`src/rtl/jam_cost_table.sv`:
```
// ============================================================================
// Module   : jam_cost_table
// Purpose  : Cost-matrix store and load sequencer for the JAM job-assignment
//            engine. Receives the 8x8 matrix of 7-bit costs as a 64-entry
//            valid/ready stream, holds JAM in reset until the matrix is
//            complete, then serves (W, J) lookups combinationally on Cost.
//            A Start pulse reloads the matrix and puts JAM back in reset.
// Revision : 1.0 - initial release
// ----------------------------------------------------------------------------
// Ports
//   CLK      in   1  clock, rising edge
//   RST      in   1  asynchronous active-high reset
//   Start    in   1  one-cycle pulse, begins/restarts a matrix load
//   InValid  in   1  stream entry present
//   InData   in   8  [6:0] cost, [7] even-parity bit
//   InReady  out  1  entry accepted this cycle when InValid is also high
//   W        in   3  worker index from JAM
//   J        in   3  job index from JAM
//   Cost     out  7  cost of (W, J); 0 while the matrix is not loaded
//   JamRst   out  1  reset for JAM, high while the matrix is not loaded
//   Loaded   out  1  matrix complete and servable
//   ParErr   out  1  sticky parity error
// ----------------------------------------------------------------------------
// Configuration
//   JAM_COST_PARITY_EN : when defined, every accepted entry is checked for
//   even parity over InData[7:0]; an odd entry is discarded, the sequencer
//   parks in ERR and ParErr is raised until the next Start. When undefined,
//   InData[7] is ignored and ParErr is tied low.
// ============================================================================
`default_nettype none

module jam_cost_table (
  input  logic       CLK,
  input  logic       RST,
  input  logic       Start,
  input  logic       InValid,
  input  logic [7:0] InData,
  output logic       InReady,
  input  logic [2:0] W,
  input  logic [2:0] J,
  output logic [6:0] Cost,
  output logic       JamRst,
  output logic       Loaded,
  output logic       ParErr
);

  typedef enum logic [1:0] {
    S_IDLE  = 2'd0,
    S_LOAD  = 2'd1,
    S_READY = 2'd2,
    S_ERR   = 2'd3
  } state_t;

  localparam logic [5:0] c_LAST_IDX = 6'd63;

  state_t     r_state;
  logic [5:0] r_cnt;
  logic       r_in_ready;
  logic       r_jam_rst;
  logic       r_loaded;
  logic [6:0] r_mem [0:63];

  logic       w_accept;
  logic       w_write;

  // Start takes priority over the stream: an entry presented in the same
  // cycle as Start is dropped, so a restart always begins from address 0.
  assign w_accept = InValid & r_in_ready & ~Start;

`ifdef JAM_COST_PARITY_EN
  logic r_par_err;
  logic w_par_bad;

  // Even parity over all eight bits: odd reduction XOR means corrupted.
  assign w_par_bad = ^InData;
  assign w_write   = w_accept & ~w_par_bad;
  assign ParErr    = r_par_err;
`else
  logic w_unused_par;

  assign w_unused_par = InData[7];
  assign w_write      = w_accept;
  assign ParErr       = 1'b0;
`endif

  // --------------------------------------------------------------------------
  // Sequencer. Outputs are registered alongside the state so that JamRst and
  // Loaded change on the same edge as the state transition.
  // --------------------------------------------------------------------------
  always_ff @(posedge CLK or posedge RST) begin
    if (RST) begin
      r_state    <= S_IDLE;
      r_cnt      <= 6'd0;
      r_in_ready <= 1'b0;
      r_jam_rst  <= 1'b1;
      r_loaded   <= 1'b0;
`ifdef JAM_COST_PARITY_EN
      r_par_err  <= 1'b0;
`endif
    end else if (Start) begin
      // Any state restarts the load; JAM goes back into reset on this edge.
      r_state    <= S_LOAD;
      r_cnt      <= 6'd0;
      r_in_ready <= 1'b1;
      r_jam_rst  <= 1'b1;
      r_loaded   <= 1'b0;
`ifdef JAM_COST_PARITY_EN
      r_par_err  <= 1'b0;
`endif
    end else begin
      case (r_state)
        S_LOAD: begin
          if (w_accept) begin
`ifdef JAM_COST_PARITY_EN
            if (w_par_bad) begin
              r_state    <= S_ERR;
              r_in_ready <= 1'b0;
              r_par_err  <= 1'b1;
            end else
`endif
            begin
              r_cnt <= r_cnt + 6'd1;
              if (r_cnt == c_LAST_IDX) begin
                // Last entry lands on this edge; JAM may leave reset.
                r_state    <= S_READY;
                r_in_ready <= 1'b0;
                r_loaded   <= 1'b1;
                r_jam_rst  <= 1'b0;
              end
            end
          end
        end
        default: begin
          // IDLE, READY and ERR only leave on Start, handled above.
        end
      endcase
    end
  end

  // --------------------------------------------------------------------------
  // Cost storage. Not reset: contents are only visible once a complete load
  // has overwritten every entry.
  // --------------------------------------------------------------------------
  always_ff @(posedge CLK) begin
    if (w_write) begin
      r_mem[r_cnt] <= InData[6:0];
    end
  end

  assign InReady = r_in_ready;
  assign JamRst  = r_jam_rst;
  assign Loaded  = r_loaded;
  assign Cost    = r_loaded ? r_mem[{W, J}] : 7'd0;

endmodule

`default_nettype wire

```
`config.mk`:
```
export PLATFORM = sky130hd
export DESIGN_NAME = jam_cost_table
export DESIGN_NICKNAME = d
export VERILOG_FILES = /design/src/rtl/jam_cost_table.sv
export SDC_FILE = /design/constraint.sdc
export NUM_CORES = 1
export LEC_CHECK = 0
export CAP_MARGIN = 15
export CORE_MARGIN = 4
export CORE_UTILIZATION = 65
export DETAILED_ROUTE_END_ITERATION = 16
export PLACE_DENSITY = 0.82
export SYNTH_ARGS = -nofsm -noshare
export SYNTH_HDL_FRONTEND = slang
export SYNTH_SLANG_ARGS = --single-unit
```
`constraint.sdc`:
```
create_clock -name CLK -period 4.8 [get_ports CLK]
set_input_delay 0.72 -clock CLK [delete_from_list [all_inputs] [get_ports CLK]]
set_output_delay 0.72 -clock CLK [all_outputs]
set_load 0.01 [all_outputs]
```
==> metrics.txt, run 1 <==
Critical Path Slowest Stage Cell a2111oi_0; drt pass-1 iters 5; antenna viol nets, final 0; Total Wirelength roughly 38 mm; net load switching power 1600 uW; Worst path most repeated cell clkdlybuf4s50_1; cell area after synthesis 18000 sq um; max_slew headroom approximately 23%; routed length per instance 29.0 microns; clock skew about 0.009 ns; post-synth top area share around 75%; Area contributors post-synth edfxtp_1 (75%), mux4_2 (12%), mux4_1 (2.0%), mux2i_1 (1.9%), nor2_1 (1.8%); Boundary Pins 29; worst r2r src r_state[0]; final hold violations 0; final setup fails 0; placed inst area 18600 sq um; Clock Latency Late Sink ~0.54 ns; drt via density just under 7; Congestion Overflow GR 0; Port Buffer Count 26; Seq pwr share a little under three fifths; nature of the critical path endpoint output pin; Crit Path Category in2out; Required @ worst endpoint around 4 ns; Final Slew Violations 0; DRT iter0 DRCs ~1300; vias in the first global route 9102; Gate power share approximately 4.4%; diode count 0; dpl hpwl approximately 23 mm; RSZ-0062 raised after global routing false; CTS tree done; Setup Buffers After CTS 0; GRT Resource Usage Total roughly a quarter; first-pass GRT wire length 58.0 mm; Worst Setup Start Kind input port; Max Cap Viol 0; YS warnings 0; Num Clock Sinks about 460; Setup TNS 0 ns; Clk pwr share between 40% and 50%; Tcrit/Tclk final between 90% and 100%; total power just under 8000 uW; Hold Crit Class in2async; FF-to-FF setup slack 1.98 ns; Largest stage delay, worst path a little over 0.8 ns; GP Congestion around 0.85; Worst R2R Path Depth 4; largest area contributor in the netlist edfxtp_1; initial antenna violation count 0; H-tree levels 2; CP Data Arrival Time about 3.6 ns; design area around 20000 sq um; leakage power ~0.0063 uW; Mapped Nets between 800 and 900; die height ~170 microns; DIE AREA between 30000 and 40000 sq um; Yosys reg bits about 460; CTS root buffer clkbuf_16; Core Footprint around 27000 sq um; post-layout min period approximately 4.4 ns; maximum vdd drop 0.000354 V; syn avg cell area just over 20 sq um; RR Endpoint r_mem[47][1]; pwr dens 398 nW/um^2; Peak Freq between 200 and 250 MHz; vias post-DR 8964; Max Fanout on Critical Path 13; die width 174 microns; share of cells above drive strength 1 between 20 and 25%; FP Rows 60; crit-path cells clkdlybuf4s50_1, and2b_2, a2111oi_0, buf_4, a31o_1, clkdlybuf4s50_1; Max Buffers Root-to-Sink 3; Synth async-reset ratio about 2%; drt drc 0; area grow syn2layout 10.8%; final setup margin 0.439 ns; Distinct cells, synth 51; Pint approximately 6300 uW; Worst-path clk slew 0.06 ns; Seq/Total Area, Yosys about three quarters; number of flops mapped to enable cells by yosys roughly 450; worst slew pin tran ~1.2 ns; outcome completed; largest net degree at the start of global routing 65; # nets final around 940; switching share of power between 20 and 25%; cts bufs inserted 44; initial core utilization roughly 66%; hold buffer count at cts 0; ys flop type edfxtp_1; Post-Syn Instances 870; CTS resizes 0; Post-Place Worst Slack 0.556 ns
[synth_stat cells (3+ instances only)]
library cell,count
a2111oi_0,3
a211oi_1,6
a21oi_1,6
a221oi_1,6
a31o_1,3
a32o_1,4
buf_2,12
buf_4,8
buf_6,10
clkbuf_1,13
dfrtp_1,8
edfxtp_1,448
inv_1,3
mux2_2,4
mux2i_1,35
mux4_1,14
mux4_2,92
nand2_1,30
nand2b_1,3
nand3_1,8
nand4_1,3
nor2_1,87
nor2b_1,3
o21ai_0,11
o221ai_1,5
o22ai_1,9
or3_1,5
[final cells by class]
class | count | area, sq um
clock buffers | 55 | 1160
clock inverters | 21 | 148
fillers | 1497 | 7180
inverters | 4 | 15.0
multi-input cells | 363 | 3980
flip-flops and latches | 457 | 13700
well taps | 372 | 465
repair buffers | 50 | 474
[placed cells by master, fill, tap and decap left out, drive strengths merged, types with 4 or more instances in the layout]
cell type,netlist,layout
nand3,8,8
a221oi,6,6
dfrtp,8,8
nand2,30,30
mux2i,35,35
clkdlybuf4s50,0,16
mux2,4,4
or3,5,5
o221ai,5,5
buf,32,34
nor2,87,87
edfxtp,448,448
clkinv,1,18
o22ai,9,9
o21ai,11,11
clkbuf,14,55
a21oi,6,6
mux4,106,106
a211oi,6,6
a32o,4,4
[worst max-delay path, delay by kind of cell]
kind / cells / cell delay (ns)
buffers and inverters: 3 / 1.57
AO/OA/AOI/OAI: 2 / 0.95
AND/OR/NAND/NOR: 1 / 0.39
[power by group through the flow]
stage | logic (uW) | clock network [uW] | registers (uW)
2_1_floorplan | 204 | 0 | 4480
3_3_place_gp | 329 | 0 | 4480
3_5_place_dp | 341 | 0 | 4480
4_1_cts | 344 | 3220 | 4390
5_1_grt | 371 | 3420 | 4390
6_report | 350 | 3190 | 4390
[registers in the layout, indices dropped and copies added (netlist names)]
name,flops
r_cnt,6
r_mem,448
r_state,2
JamRst,1
[per-layer routing]
metal,wire length (microns),track usage (%),vias up
li1,-,-,3695
met1,14600,37.2,4636
met2,19200,41.5,534
met3,3330,4.33,99
met4,1280,8.25,0
met5,0,0,-
[through the flow]
step / std cells / hold WS, ns / utilization, %
after global placement: 1243 / 0.491 / 68.5
after global routing: 1322 / 0.481 / 73.5
after floorplan: 870 / 0.519 / -
final: 1322 / 0.452 / 73.5
after detailed placement: 1243 / 0.495 / 68.5
after CTS: 1319 / 0.450 / 73.3
[worst max-delay path by stage]
stage,start,endpoint,slack (ns)
2_1_floorplan,J[0],Cost[5],1.91
5_1_grt,W[0],Cost[1],0.45
6_report,W[1],Cost[1],0.44
3_3_place_gp,W[0],Cost[0],0.62
3_5_place_dp,W[1],Cost[0],0.56
4_1_cts,W[0],Cost[0],0.54
[logic make-up (layout without fill, tap and decap cells)]
kind of cell | after synthesis | after routing | synth area share (%)
AO/OA/AOI/OAI | 62 | 62 | 2.46
buffers and inverters | 50 | 130 | 1.82
other | 1 | 1 | 0.0209
multiplexers | 145 | 145 | 15.8
flip-flops | 457 | 457 | 76.1
AND/OR/NAND/NOR | 150 | 150 | 3.61
XOR/XNOR | 4 | 4 | 0.195
adder cells (fa/ha/maj) | 1 | 1 | 0.0696
Note: power is estimated with default switching activity, not from simulation.
==> run 2: changes to the inputs <==
--- a/config.mk
+++ b/config.mk
@@ -7,9 +7,9 @@
 export LEC_CHECK = 0
 export CAP_MARGIN = 15
 export CORE_MARGIN = 4
-export CORE_UTILIZATION = 65
+export CORE_UTILIZATION = 62
 export DETAILED_ROUTE_END_ITERATION = 16
-export PLACE_DENSITY = 0.82
+export PLACE_DENSITY = 0.79
 export SYNTH_ARGS = -nofsm -noshare
 export SYNTH_HDL_FRONTEND = slang
 export SYNTH_SLANG_ARGS = --single-unit
==> constraint.sdc (replaced) <==
create_clock -name CLK -period 4.1 [get_ports CLK]
set_input_delay 0.615 -clock CLK [delete_from_list [all_inputs] [get_ports CLK]]
set_output_delay 0.615 -clock CLK [all_outputs]
set_load 0.01 [all_outputs]
==> run 2 against run 1 <==
  * First-iteration DRC count decreased by 16%
  * Combinational power rose by 19%
  * Worst hold slack lost 0.11 ns
  * Final cell count rose by 3.0%
  * Utilization shrank 2.6 points
  * Sequential share of layout area fell by 1.3 points
  * Power grew 19%
  * Largest cell class unchanged
==> metrics.txt, run 2 (synthesis gave the netlist of run 1 again) <==
outcome completed; max FFs per register about 450; Setup TNS 0 ns; drt drc 0; share of cells above drive strength 1 23.2%; maximum vdd drop between 0.0003 and 0.0004 V; cts bufs inserted 44; Max Cap Viol 0; DIE AREA between 30000 and 40000 sq um; CTS root buffer clkbuf_16; Worst Setup Start Kind input port; antenna viol nets, final 0; leakage power ~0.0065 uW; Critical Path Slowest Stage Cell clkdlybuf4s50_1; initial core utilization a little over three fifths; Worst path most repeated cell clkdlybuf4s50_1; pwr dens about 470 nW/um^2; Boundary Pins 29; Tcrit/Tclk final between 90% and 100%; Placed Cells about 1300; nature of the critical path endpoint output pin; drt pass-1 iters 7; largest registers r_mem (448), r_cnt (6), r_state (2); FP Rows 62; vias in the first global route 8960; Port Buffer Count 26; area grow syn2layout 12.8%; final setup fails 0; Max Buffers Root-to-Sink 3; Largest stage delay, worst path between 0.5 and 0.6 ns; initial antenna violation count 0; most flop-heavy register r_mem; net load switching power about 1900 uW; drt via density between 6 and 7; Clock Latency Late Sink between 0.5 and 0.6 ns; non-filler cells, final about 1400; commonest cells after routing, fill and taps aside edfxtp_1 (448), mux4_2 (92), nor2_1 (87), clkbuf_16 (45), buf_4 (37); Total Wirelength 38.3 mm; Hold Crit Class in2async; Crit Path Category in2out; Required @ worst endpoint ~3.5 ns; Worst-path clk slew ~0.060 ns; Gate power share about 4.4%; Peak Freq 260 MHz; Num Clock Sinks around 460; crit-path cells clkdlybuf4s50_1, buf_12, nor2b_2, a221oi_1, a2111oi_0, buf_4, a31o_1, clkdlybuf4s50_1; Final Slew Violations 0; routed length per instance approximately 28 microns; die height roughly 180 microns; post-layout min period ~3.8 ns; final hold violations 0; crit-path leading delay family buffers and inverters; hold buffer count at cts 0; CP Buf/Inv Count 4; most common cell after layout, fill and taps aside edfxtp_1; Congestion Overflow GR 0; Pint ~7600 uW; GRT Resource Usage Total roughly 25%; RSZ-0062 raised after global routing false; worst slew pin tran 1.18 ns; Max Fanout on Critical Path 20; die width 178 microns; CTS tree done; # nets final between 900 and 1000; GP Congestion 0.863; max_slew headroom between 20% and 30%; dpl hpwl about 22 mm; Seq pwr share 54.3%; diode count 0; largest net degree at the start of global routing between 60 and 70; switching share of power around 20%; vias post-DR about 9000; first-pass GRT wire length around 57 mm; CP Data Arrival Time around 3.2 ns; Clk pwr share between 40% and 50%; DRT iter0 DRCs 1093; Core Footprint 28600 sq um; H-tree levels 2; clock skew approximately 0.015 ns
## run 2: cell type report
type | count | area [sq um]
Inverter | 4 | 15.0
Clock inverter | 34 | 272
Tap cell | 384 | 480
Clock buffer | 46 | 1130
Fill cell | 1671 | 8330
Sequential cell | 457 | 13700
Multi-Input combinational cell | 363 | 3980
Timing Repair Buffer | 74 | 737
## run 2: repair_timing
item                                    CTS  global route
endpoints found under the setup margin    0             2
buffers inserted                          0             0
resized for setup                         0             1
## run 2: metal layers
metal | part of all wire (%) | wire length, microns | GRT usage, %
met5 | 0 | 0 | 0
met4 | 2.7 | 1040 | 6.68
met3 | 9.3 | 3560 | 4.94
met2 | 49 | 18800 | 38.9
met1 | 39 | 14900 | 36.4
## run 2: power by group through the flow
stage	clock network, uW	registers [uW]	logic [uW]
3_5_place_dp	0	5240	404
3_3_place_gp	0	5240	394
6_report	3910	5140	418
2_1_floorplan	0	5240	239
4_1_cts	3950	5150	407
5_1_grt	4160	5140	444
## run 2: path summary, 6_finish.rpt
| check | cells past startpoint | slack [ns] | end | start |
|---|---|---|---|---|
| max | 8 | 0.25 | Cost[3] | W[0] |
| min | 2 | 0.34 | r_state[1] | RST |
| max reg2reg | 4 | 1.39 | r_mem[45][4] | r_state[0] |
| min reg2reg | 1 | 0.53 | JamRst | JamRst |
| max in group asynchronous | 2 | 3.47 | JamRst | RST |
| min in group CLK | 1 | 0.48 | r_mem[16][0] | InData[0] |
## run 2: stage by stage
stage / total power (uW) / hold slack [ns] / area (sq um) / worst slack [ns] / util, %
after floorplan: 5480 / 0.442 / 18000 / 1.42 / -
after global placement: 5640 / 0.500 / 18800 / 0.194 / 65.6
after detailed placement: 5650 / 0.521 / 18800 / 0.0984 / 65.6
after CTS: 9510 / 0.327 / 20200 / 0.0772 / 70.5
after global routing: 9740 / 0.349 / 20300 / 0.0925 / 70.9
final: 9470 / 0.338 / 20300 / 0.255 / 70.9
## run 2: worst reg2reg max path: stages, from the launching register on
cell     delay, ns
dfrtp_1       0.38
nand2_1       0.14
nor3b_1       0.53
nand2_1       0.53
nor2_1        0.78
